<file path="src/rtl/rr_bus_arbiter_n_pkg.sv">
// Shared arbitration types and the round-robin pick helper.
// Exports:
//   arb_state_t  - arbiter FSM states (ARB_IDLE, ARB_BUSY)
//   rr_pick_t    - result of a round-robin scan (found flag + winner index)
//   rr_pick()    - scans requests starting just after 'last', wrapping around
// Kept generic so weighted/other arbiters can reuse the same pick.
package arb_pkg;

    typedef enum logic {
        ARB_IDLE,
        ARB_BUSY
    } arb_state_t;

    // Widest requester vector the helper can handle; callers zero-extend.
    localparam int ARB_MAX_REQ   = 32;
    localparam int ARB_MAX_IDX_W = 5;

    typedef struct packed {
        logic                     found;
        logic [ARB_MAX_IDX_W-1:0] idx;
    } rr_pick_t;

    // First set request found scanning last+1, last+2, ... modulo num_req.
    // The requester at 'last' is visited last, giving it the lowest priority.
    function automatic rr_pick_t rr_pick(input logic [ARB_MAX_REQ-1:0] req,
                                         input int num_req,
                                         input int last);
        rr_pick_t res;
        int       cand;
        res = '0;
        for (int i = 1; i <= ARB_MAX_REQ; i++) begin
            cand = last + i;
            if (cand >= num_req) begin
                cand = cand - num_req;
            end
            if ((i <= num_req) && !res.found && req[cand[ARB_MAX_IDX_W-1:0]]) begin
                res.found = 1'b1;
                res.idx   = cand[ARB_MAX_IDX_W-1:0];
            end
        end
        return res;
    endfunction

endpackage

</file>
<file path="src/rtl/rr_bus_arbiter_n_if.sv">
// Bus-side signal bundle of the round-robin arbiter.
// Signals:
//   request[NUM_REQ]  per-master bus request
//   lock              holder may not be preempted while high
//   grant[NUM_REQ]    one-hot grant (zero when idle)
//   grant_idx         binary index of the granted master (0 when idle)
//   grant_valid       any grant active
//   preempt           one-cycle pulse when a grant was ended by hold expiry
// Modports: master (requester side), slave (arbiter side).
interface rr_bus_arbiter_n_if #(
    parameter int NUM_REQ = 4
);
    localparam int IDX_W = $clog2(NUM_REQ);

    logic [NUM_REQ-1:0] request;
    logic               lock;
    logic [NUM_REQ-1:0] grant;
    logic [IDX_W-1:0]   grant_idx;
    logic               grant_valid;
    logic               preempt;

    modport master (
        output request, lock,
        input  grant, grant_idx, grant_valid, preempt
    );

    modport slave (
        input  request, lock,
        output grant, grant_idx, grant_valid, preempt
    );

endinterface

</file>
<file path="src/rtl/rr_bus_arbiter_n_prio_select.sv">
// Combinational round-robin priority selector.
// Ports:
//   req[NUM_REQ]     candidate requests
//   last[IDX_W]      index granted most recently (lowest priority now)
//   onehot[NUM_REQ]  one-hot winner, zero when nothing requested
//   idx[IDX_W]       binary winner index, zero when nothing requested
//   found            at least one candidate request was set
module rr_prio_select
    import arb_pkg::*;
#(
    parameter int NUM_REQ = 4,
    parameter int IDX_W   = $clog2(NUM_REQ)
) (
    input  logic [NUM_REQ-1:0] req,
    input  logic [IDX_W-1:0]   last,
    output logic [NUM_REQ-1:0] onehot,
    output logic [IDX_W-1:0]   idx,
    output logic               found
);

    logic [ARB_MAX_REQ-1:0] req_ext;
    rr_pick_t               pick;
    logic                   unused_idx_bits;

    // Widen the request vector to the fixed width the shared helper scans.
    always_comb begin
        req_ext              = '0;
        req_ext[NUM_REQ-1:0] = req;
    end

    assign pick            = rr_pick(req_ext, NUM_REQ, int'(last));
    assign found           = pick.found;
    assign idx             = pick.idx[IDX_W-1:0];
    assign unused_idx_bits = ^pick.idx;

    // Decode the binary winner back to one-hot for the grant register.
    always_comb begin
        onehot = '0;
        if (pick.found) begin
            onehot[idx] = 1'b1;
        end
    end

endmodule

</file>
<file path="src/rtl/rr_bus_arbiter_n.sv">
// N-way round-robin bus arbiter driving the shared memory bus mux select.
// Grants one master at a time, keeps the grant while its request stays high,
// and preempts the holder after MAX_HOLD cycles if others wait and lock is low.
// Ports:
//   clk    rising-edge clock
//   reset  asynchronous active-high reset
//   bus    rr_bus_arbiter_n_if.slave (request, lock in; grant, grant_idx,
//          grant_valid, preempt out; all outputs registered)
module rr_bus_arbiter_n
    import arb_pkg::*;
#(
    parameter int NUM_REQ  = 4,
    parameter int MAX_HOLD = 8
) (
    input  logic              clk,
    input  logic              reset,
    rr_bus_arbiter_n_if.slave bus
);

    localparam int IDX_W = $clog2(NUM_REQ);
    // MAX_HOLD of 0 disables the limit; keep a 1-bit counter so widths stay legal.
    localparam int CNT_W = (MAX_HOLD > 0) ? $clog2(MAX_HOLD + 1) : 1;
    localparam logic [CNT_W-1:0] HOLD_SAT  = CNT_W'(MAX_HOLD);
    localparam logic [CNT_W-1:0] HOLD_LAST = (MAX_HOLD > 0) ? CNT_W'(MAX_HOLD - 1) : '0;

    arb_state_t         state, state_n;
    logic [NUM_REQ-1:0] grant_r, grant_n;
    logic [IDX_W-1:0]   idx_r, idx_n;
    logic [IDX_W-1:0]   last_r, last_n;
    logic [CNT_W-1:0]   cnt_r, cnt_n;
    logic               valid_r;
    logic               preempt_r, preempt_n;

    logic [NUM_REQ-1:0] cand;
    logic [NUM_REQ-1:0] win_onehot;
    logic [IDX_W-1:0]   win_idx;
    logic               win_found;
    logic               active;
    logic               others;
    logic               expire;

    // The holder is masked out of the candidates: when it has dropped its bit is
    // already low, and on expiry it must not win again.  When idle grant is zero,
    // so the same mask serves both states.
    assign cand   = bus.request & ~grant_r;
    assign active = |(bus.request & grant_r);
    assign others = |cand;
    assign expire = (MAX_HOLD != 0) && !bus.lock && active && others && (cnt_r == HOLD_LAST);

    rr_prio_select #(
        .NUM_REQ (NUM_REQ),
        .IDX_W   (IDX_W)
    ) u_select (
        .req    (cand),
        .last   (last_r),
        .onehot (win_onehot),
        .idx    (win_idx),
        .found  (win_found)
    );

    // Next-state logic: decides the next grant, pointer, hold count and preempt pulse.
    always_comb begin
        state_n   = state;
        grant_n   = grant_r;
        idx_n     = idx_r;
        last_n    = last_r;
        cnt_n     = cnt_r;
        preempt_n = 1'b0;
        case (state)
            ARB_IDLE: begin
                cnt_n = '0;
                if (win_found) begin
                    state_n = ARB_BUSY;
                    grant_n = win_onehot;
                    idx_n   = win_idx;
                    last_n  = win_idx;
                end
            end
            ARB_BUSY: begin
                if (!active || expire) begin
                    cnt_n = '0;
                    if (win_found) begin
                        grant_n   = win_onehot;
                        idx_n     = win_idx;
                        last_n    = win_idx;
                        preempt_n = expire;
                    end else begin
                        state_n = ARB_IDLE;
                        grant_n = '0;
                        idx_n   = '0;
                    end
                end else if (!bus.lock) begin
                    // Count only while someone else waits; lock freezes the count.
                    if (others) begin
                        cnt_n = (cnt_r == HOLD_SAT) ? cnt_r : cnt_r + 1'b1;
                    end else begin
                        cnt_n = '0;
                    end
                end
            end
            default: state_n = ARB_IDLE;
        endcase
    end

    // State and registered bus outputs.
    always_ff @(posedge clk or posedge reset) begin
        if (reset) begin
            state     <= ARB_IDLE;
            grant_r   <= '0;
            idx_r     <= '0;
            valid_r   <= 1'b0;
            preempt_r <= 1'b0;
        end else begin
            state     <= state_n;
            grant_r   <= grant_n;
            idx_r     <= idx_n;
            valid_r   <= |grant_n;
            preempt_r <= preempt_n;
        end
    end

    // Hold counter for the current grant.
    always_ff @(posedge clk or posedge reset) begin
        if (reset) begin
            cnt_r <= '0;
        end else begin
            cnt_r <= cnt_n;
        end
    end

    // Round-robin pointer; resets to the top index so master 0 wins first.
    always_ff @(posedge clk or posedge reset) begin
        if (reset) begin
            last_r <= IDX_W'(NUM_REQ - 1);
        end else begin
            last_r <= last_n;
        end
    end

    assign bus.grant       = grant_r;
    assign bus.grant_idx   = idx_r;
    assign bus.grant_valid = valid_r;
    assign bus.preempt     = preempt_r;

endmodule

</file>
<file path="src/flat_wrapper.sv">
// flat-port wrapper written by rule: the top's interface ports become plain ports
module rr_bus_arbiter_n_flat import arb_pkg::*;
#(
    parameter int NUM_REQ  = 4,
    parameter int MAX_HOLD = 8
)
  (clk, reset, bus_request, bus_lock, bus_grant, bus_grant_idx, bus_grant_valid, bus_preempt);
  rr_bus_arbiter_n_if #(.NUM_REQ(NUM_REQ)) bus_i ();
  input  logic clk;
  input  logic reset;
  input wire logic [$bits(bus_i.request)-1:0] bus_request;
  input wire logic [$bits(bus_i.lock)-1:0] bus_lock;
  output wire logic [$bits(bus_i.grant)-1:0] bus_grant;
  output wire logic [$bits(bus_i.grant_idx)-1:0] bus_grant_idx;
  output wire logic [$bits(bus_i.grant_valid)-1:0] bus_grant_valid;
  output wire logic [$bits(bus_i.preempt)-1:0] bus_preempt;
  assign bus_i.request = bus_request;
  assign bus_i.lock = bus_lock;
  assign bus_grant = bus_i.grant;
  assign bus_grant_idx = bus_i.grant_idx;
  assign bus_grant_valid = bus_i.grant_valid;
  assign bus_preempt = bus_i.preempt;
  rr_bus_arbiter_n #(.NUM_REQ(NUM_REQ), .MAX_HOLD(MAX_HOLD)) u_core (.clk(clk), .reset(reset), .bus(bus_i));
endmodule
</file>
<file path="config.mk">
export PLATFORM = sky130hd
export DESIGN_NAME = rr_bus_arbiter_n_flat
export DESIGN_NICKNAME = d
export VERILOG_FILES = /design/src/rtl/rr_bus_arbiter_n_pkg.sv /design/src/rtl/rr_bus_arbiter_n_if.sv /design/src/rtl/rr_bus_arbiter_n_prio_select.sv /design/src/rtl/rr_bus_arbiter_n.sv /design/src/flat_wrapper.sv
export SDC_FILE = /design/constraint.sdc
export NUM_CORES = 1
export LEC_CHECK = 0
export BUFFER_PORTS_ARGS = -buffer_cell sky130_fd_sc_hd__buf_4
export CORE_MARGIN = 2
export CORE_UTILIZATION = 45
export DETAILED_ROUTE_END_ITERATION = 16
export SLEW_MARGIN = 40
export SYNTH_ARGS = -nofsm -noshare
export SYNTH_HDL_FRONTEND = slang
export SYNTH_SLANG_ARGS = --single-unit
</file>
<file path="constraint.sdc">
create_clock -name clk -period 5.3 [get_ports clk]
set_input_delay 0.795 -clock clk [delete_from_list [all_inputs] [get_ports clk]]
set_output_delay 0.795 -clock clk [all_outputs]
set_load 0.02 [all_outputs]
</file>
Word-level counts from Yosys, hierarchy flattened
Index checks and enable logic that the tools add are counted.
{"block": "op_classes", "n_reduce_logical": 18, "add_sub_neg": 9, "n_eq_ne": 6, "n_bitwise": 4, "order_cmp": 10, "muxes": 40}
{"cell": "32-bit by 4-bit >= comparator with 1-bit output (second input constant)", "n": 1}
{"cell": "4-bit two-way mux", "n": 7}
{"cell": "5-bit by 6-bit < comparator with 1-bit output (second input constant)", "n": 4}
{"cell": "6-bit two-way mux", "n": 4}
{"cell": "1-bit binary-select mux with 5-bit select", "n": 4}
{"cell": "5-bit two-way mux", "n": 4}
{"cell": "4-bit case mux with 2 select lines", "n": 2}
{"cell": "4-bit OR reduction", "n": 3}
{"cell": "3-bit by 3-bit subtractor with 4-bit output (second input constant)", "n": 3}
{"cell": "1-bit two-way mux", "n": 10}
{"cell": "2-bit two-way mux", "n": 5}
{"cell": "4-bit bitwise AND", "n": 2}
{"cell": "2-bit case mux with 2 select lines", "n": 2}
{"cell": "1-bit logical AND", "n": 7}
{"cell": "2-bit by 2-bit adder with 3-bit output (second input constant)", "n": 2}
{"cell": "3-bit >= comparator (second input constant)", "n": 2}
{"cell": "1-bit zero test", "n": 5}
{"cell": "4-bit by 3-bit subtractor with 5-bit output (second input constant)", "n": 1}
{"cell": "2-bit by 3-bit adder with 4-bit output (second input constant)", "n": 1}
{"cell": "4-bit by 1-bit adder with 4-bit output (second input constant)", "n": 1}
{"cell": "4-bit by 3-bit equality test with 1-bit output (second input constant)", "n": 1}
{"cell": "4-bit equality test (second input constant)", "n": 1}
{"cell": "4-bit by 3-bit >= comparator with 1-bit output (second input constant)", "n": 1}
{"cell": "2-bit inequality test (second input constant)", "n": 2}
{"cell": "11 further kinds", "n": 12}
{"block": "word_totals", "wordCells": 94, "reg_bits": 15, "output_inout_bits": 8}

Logic depth before layout (Yosys ltp)
{"block": "logic_depth", "word_depth": 23, "ltp_mapped": 9}

By module
Synthesis repeated with hierarchy kept, for this count alone.
{"block": "unflattened", "hier_cells": 120, "area_unflattened_um2": 1198.6}
{"mod": "rr_bus_arbiter_n", "seq_area_each_um2": 377.9, "cells_each": 73, "n_inst": 1, "area_each_um2": 787.0}
{"mod": "rr_prio_select", "seq_area_each_um2": 0.0, "cells_each": 47, "n_inst": 1, "area_each_um2": 411.6}

Worst setup path after synthesis
Ideal clock, no wire load.
{"block": "synth_timing", "path_kind": "register -> register", "start": "register u_core.last_r[0]", "end": "register u_core.grant_r[0] (netlist: u_core.bus.grant[0])", "path_buffers": 2, "synth_period_minus_slack_ns": 2.404, "required_ns": 5.179, "t_arrival_ns": 2.283, "path_stages_with_launch": 10, "setup_ns": 0.121, "slack_ns": 2.896, "path_cell_list": "dfstp_2 -> buf_6 -> inv_6 -> ha_1 -> buf_2 -> mux4_2 -> nor2_4 -> o21bai_1 -> a32o_2 -> a22o_1"}
{"block": "synth_via", "elab_chain_cells": 22, "elab_cells_between_ends": 43, "cone_classes": "add/sub: 8; order compare: 6; mux: 22; reduce/logical: 7"}
{"item": "start, declared", "line": "rr_bus_arbiter_n.sv:29", "source": "logic [IDX_W-1:0] last_r, last_n;"}
{"item": "start signal, assigned", "line": "rr_bus_arbiter_n.sv:134", "source": "last_r <= IDX_W'(NUM_REQ - 1);"}
{"item": "start signal, assigned", "line": "rr_bus_arbiter_n.sv:136", "source": "last_r <= last_n;"}
{"item": "2-bit by 1-bit adder with 3-bit output", "line": "rr_bus_arbiter_n_pkg.sv:32", "source": "cand = last + i;"}
{"item": "32-bit by 4-bit >= comparator with 1-bit output or 3-bit by 3-bit subtractor with 4-bit output (tied branches)", "line": "rr_bus_arbiter_n_pkg.sv:33, rr_bus_arbiter_n_pkg.sv:34"}
{"item": "5-bit two-way mux", "line": "rr_bus_arbiter_n_pkg.sv:33", "source": "if (cand >= num_req) begin"}
{"item": "1-bit binary-select mux with 5-bit select", "line": "rr_bus_arbiter_n_pkg.sv:36", "source": "if ((i <= num_req) && !res.found && req[cand[ARB_MAX_IDX_W-1:0]]) begin"}
{"item": "1-bit two-way mux (implied by the code)", "line": "rr_bus_arbiter_n_pkg.sv:36"}
{"item": "6-bit two-way mux", "line": "rr_bus_arbiter_n_pkg.sv:36"}
{"item": "1-bit zero test", "line": "rr_bus_arbiter_n_pkg.sv:36"}
{"item": "1-bit logical AND", "line": "rr_bus_arbiter_n_pkg.sv:36"}
{"item": "[... 7 more ...]"}
{"item": "2-bit by 3-bit < comparator with 1-bit output (implied by the code) or 2-bit by 1-bit >= comparator with 1-bit output (tied branches)", "line": "rr_bus_arbiter_n_prio_select.sv:40", "source": "onehot[idx] = 1'b1;"}
{"item": "1-bit logical AND (implied by the code)", "line": "rr_bus_arbiter_n_prio_select.sv:40"}
{"item": "1-bit two-way mux (implied by the code)", "line": "rr_bus_arbiter_n_prio_select.sv:40"}
{"item": "1-bit demux with 2-bit select", "line": "rr_bus_arbiter_n_prio_select.sv:40"}
{"item": "4-bit two-way mux", "line": "rr_bus_arbiter_n.sv:82", "source": "if (win_found) begin"}
{"item": "4-bit two-way mux", "line": "rr_bus_arbiter_n.sv:80", "source": "if (!active || expire) begin"}
{"item": "4-bit case mux with 2 select lines *", "line": "rr_bus_arbiter_n.sv:69", "source": "case (state)"}
{"item": "named net u_core.grant_n[0]", "line": "rr_bus_arbiter_n.sv:27", "source": "logic [NUM_REQ-1:0] grant_r, grant_n;"}
{"item": "end signal, assigned", "line": "rr_bus_arbiter_n.sv:115", "source": "grant_r <= grant_n;"}
{"item": "end, declared", "line": "rr_bus_arbiter_n.sv:27"}
The timed path passes the listed nets; every way through them passes the cells marked *. The select of a mux whose other input is x is not followed.
A chain may end at the register's enable or synchronous reset.

Final worst setup path
Same ends and word-level chain as after synthesis.

==> impl_metrics.toml <==
[sta]
maxSlewViolCount = 0
finalHoldViolations = 0
period_share = 0.4865
max_slew.worst_pin.slew_ps = 554.7
period_needed_ps = 2578
hold_ws_ps = 509.9
finClkSkew_ps = 8.744
rsz0062_at_grt = "no"
max_freq_mhz = 387.8
tns_ps = 0
relSlewSlack = 0.6298
finalSetupViolCount = 0

[worst_setup_path]
reg2reg_to = "u_core.bus.grant[0]$_DFF_PP0_"
crit_path_max_incr_delay_ps = 680
cp.arrival_ps = 2760
ff2ff_setup_slack_ps = 2720
crit_type = "flip-flop to flip-flop"
worstPathMaxFanout = 8
reg2reg_from = "u_core.last_r[0]$_DFFE_PP1P_"
end_kind = "flip-flop"
required_ps = 5490
crit_slowest_cell = "dfstp_2"
r2r_cells = 7
crit_chain = "inv_6 > ha_1 > mux4_2 > nor2_4 > o21bai_1 > a32o_2 > a22o_1"
cp-start-kind = "flip-flop"

[final_layout]
diodes = 0
multi_input_area_um2 = 784.5
seq_area_um2 = 377.9
syn2layout_area_growth_pct = 12.19
nFillCells = 222
drive_gt1_frac = 0.3488
fin_nets = 142

[routing]
wl_met2_mm = 1.075
wl_mm = 2.592
wl_met1_mm = 1.314
vias = 972
firstDrtPassIters = 5
drtAntennaViolNets = 0
drc_errors = 0
highest-signal-layer = "met4"
routed-wl-met3_um = 159
vias_per_cell = 6.113
drt_iter0_drc = 27
wire_per_inst_um = 16.30

[floorplan]
coreArea_um2 = 2522
fp.dieH_um = 55.88
floorplan.rows = 18
dieArea_um2 = 3123
io_pins = 15
start_util = 0.4802
die-width_um = 55.88

[global_route]
grt_pass1_wl_mm = 4.195
grtUsageTotal = 0.1701
grt.overflow.total = 0
grt_pass1_vias = 866
grt_max_degree = 16
antenna_found_initial = 0

[logic_synthesis]
syn_inst = 114
synth-seq-cells = 15
ys.flop_type = "dfrtp_1"
synth.net_count = 126
yosys_warnings = 0
ys_seq_area_frac = 0.3120
syn_area_um2 = 1211
avgSynthCellArea_um2 = 10.62
synth_cell_types = 44
synth_edf_count = 0
synthArstFlopShare = 1.000

[clocking]
clk_path_buf_depth = 2
root_buffer = "clkbuf_4"
clock_latency_ps = 290
cts_resized = 0
cts_setup_buffers = 0
path_clk_slew_ps = 90
ctsHoldBuffers = 0
cts_tree = "yes"
cts_max_level = 1
cts_buffers = 3
cts_sinks = 15

[status]
status = "complete, no violations"

[power_and_ir_drop]
totalPowerFinal_mw = 0.8921
powerDensity_nw_per_um2 = 656.5
ir_worst_vdd_mv = 0.4260
p_leak_nw = 0.6006

[flow_run]
cap_violations = 0

[min_path]
hp-class = "flip-flop to flip-flop"
min_delay_path_depth = 2
min_to = "u_core.bus.grant_idx[0]$_DFFE_PP0P_"
holdCritStartpoint = "u_core.bus.grant_idx[0]$_DFFE_PP0P_"

[place]
dp_hpwl_mm = 2.010
io_buffers = 14
place_congestion = 0.8753
==> synth_stat cells, types with 2 or more instances <==
cell | instances | share of area
dfstp_2 | 2 | 0.043
a21oi_1 | 5 | 0.021
mux2i_1 | 6 | 0.050
o21ai_1 | 5 | 0.021
a22o_1 | 3 | 0.022
o2111a_1 | 2 | 0.019
and2b_4 | 4 | 0.033
mux2i_4 | 2 | 0.037
mux4_2 | 2 | 0.037
o21ai_0 | 2 | 0.0083
dfrtp_1 | 13 | 0.27
and3_1 | 2 | 0.010
inv_1 | 5 | 0.015
o21bai_1 | 2 | 0.012
ha_1 | 5 | 0.052
nand2b_4 | 4 | 0.045
nor3_1 | 2 | 0.0083
nor2_1 | 7 | 0.022
buf_2 | 2 | 0.0083
nand2_1 | 11 | 0.034
o31ai_2 | 2 | 0.021
nand3_1 | 4 | 0.017
==> per-stage QoR <==
step,util,setup slack [ps],std cells,cell area (µm²)
CTS,0.5387,2719,159,1359
global placement,0.5283,2799,155,1333
finish,0.5387,2722,159,1359
global route,0.5387,2606,159,1359
floorplan,-,2896,114,1211
detailed placement,0.5283,2740,155,1333
==> worst max path at each step <==
stage	startpoint	depth (start not counted)	end	slack, ps
after floorplan	u_core.last_r[0]$_DFFE_PP1P_	9	u_core.bus.grant[0]$_DFF_PP0_	2900
after global placement	u_core.last_r[0]$_DFFE_PP1P_	7	u_core.bus.grant[0]$_DFF_PP0_	2800
after detailed placement	u_core.last_r[0]$_DFFE_PP1P_	7	u_core.bus.grant[0]$_DFF_PP0_	2740
after CTS	u_core.last_r[0]$_DFFE_PP1P_	7	u_core.bus.grant[0]$_DFF_PP0_	2720
after global routing	u_core.last_r[0]$_DFFE_PP1P_	7	u_core.bus.grant[0]$_DFF_PP0_	2610
final	u_core.last_r[0]$_DFFE_PP1P_	7	u_core.bus.grant[0]$_DFF_PP0_	2720
==> registers in the layout, indices dropped and copies added (netlist names) <==
register and flops:
u_core.bus.grant 4, u_core.bus.preempt 1, u_core.bus.grant_valid 1, u_core.cnt_r 4, u_core.bus.grant_idx 2, u_core.state 1, u_core.last_r 2
==> worst max-delay path, delay by kind of cell, from the launching register on <==
family / cells / cell delay (ps)
AOI/OAI and AO/OA: 3 / 530
adders and majority gates: 1 / 420
buffers and inverters: 1 / 90
DFF: 1 / 680
muxes: 1 / 610
and+or+nand+nor: 1 / 130
==> power breakdown <==
part | switching, mW | leakage, nW | internal (mW)
clock network | 0.0358 | 0.0150 | 0.0293
registers | 0.0497 | 0.188 | 0.161
logic | 0.347 | 0.398 | 0.270
==> metal layers <==
| metal | vias to the layer above | GRT usage |
|---|---|---|
| li1 | 460 | - |
| met1 | 469 | 0.2573 |
| met2 | 38 | 0.2432 |
| met3 | 5 | 0.01860 |
| met4 | 0 | 0.07483 |
| met5 | - | 0 |
==> logic make-up (layout without fill, tap and decap cells) <==
logic type | count (synthesis) | after routing | share of synthesized area
and+or+nand+nor | 40 | 40 | 0.2221
AOI/OAI and AO/OA | 35 | 35 | 0.2500
DFF | 15 | 15 | 0.3120
muxes | 10 | 10 | 0.1240
buffers and inverters | 9 | 24 | 0.04029
adders and majority gates | 5 | 5 | 0.05165
==> cells in the final DEF (no fill, tap or decap), types with 3 or more instances in the layout <==
cell type  instances
ha_1               5
nand2b_4           4
nand3_1            4
nand2_1           11
and2b_4            4
clkbuf_4           3
mux2i_1            6
inv_1              5
nor2_1             7
buf_4             14
a21oi_1            5
dfrtp_1           13
a22o_1             3
o21ai_1            5
==> final cells by class <==
class / count / area share
clock buffer: 4 / 0.01934
tap: 30 / 0.02762
timing repair buffer: 14 / 0.07735
inverter: 6 / 0.02026
multi-input combinational: 90 / 0.5773
sequential: 15 / 0.2781
Note: power is estimated with default switching activity, not from simulation.
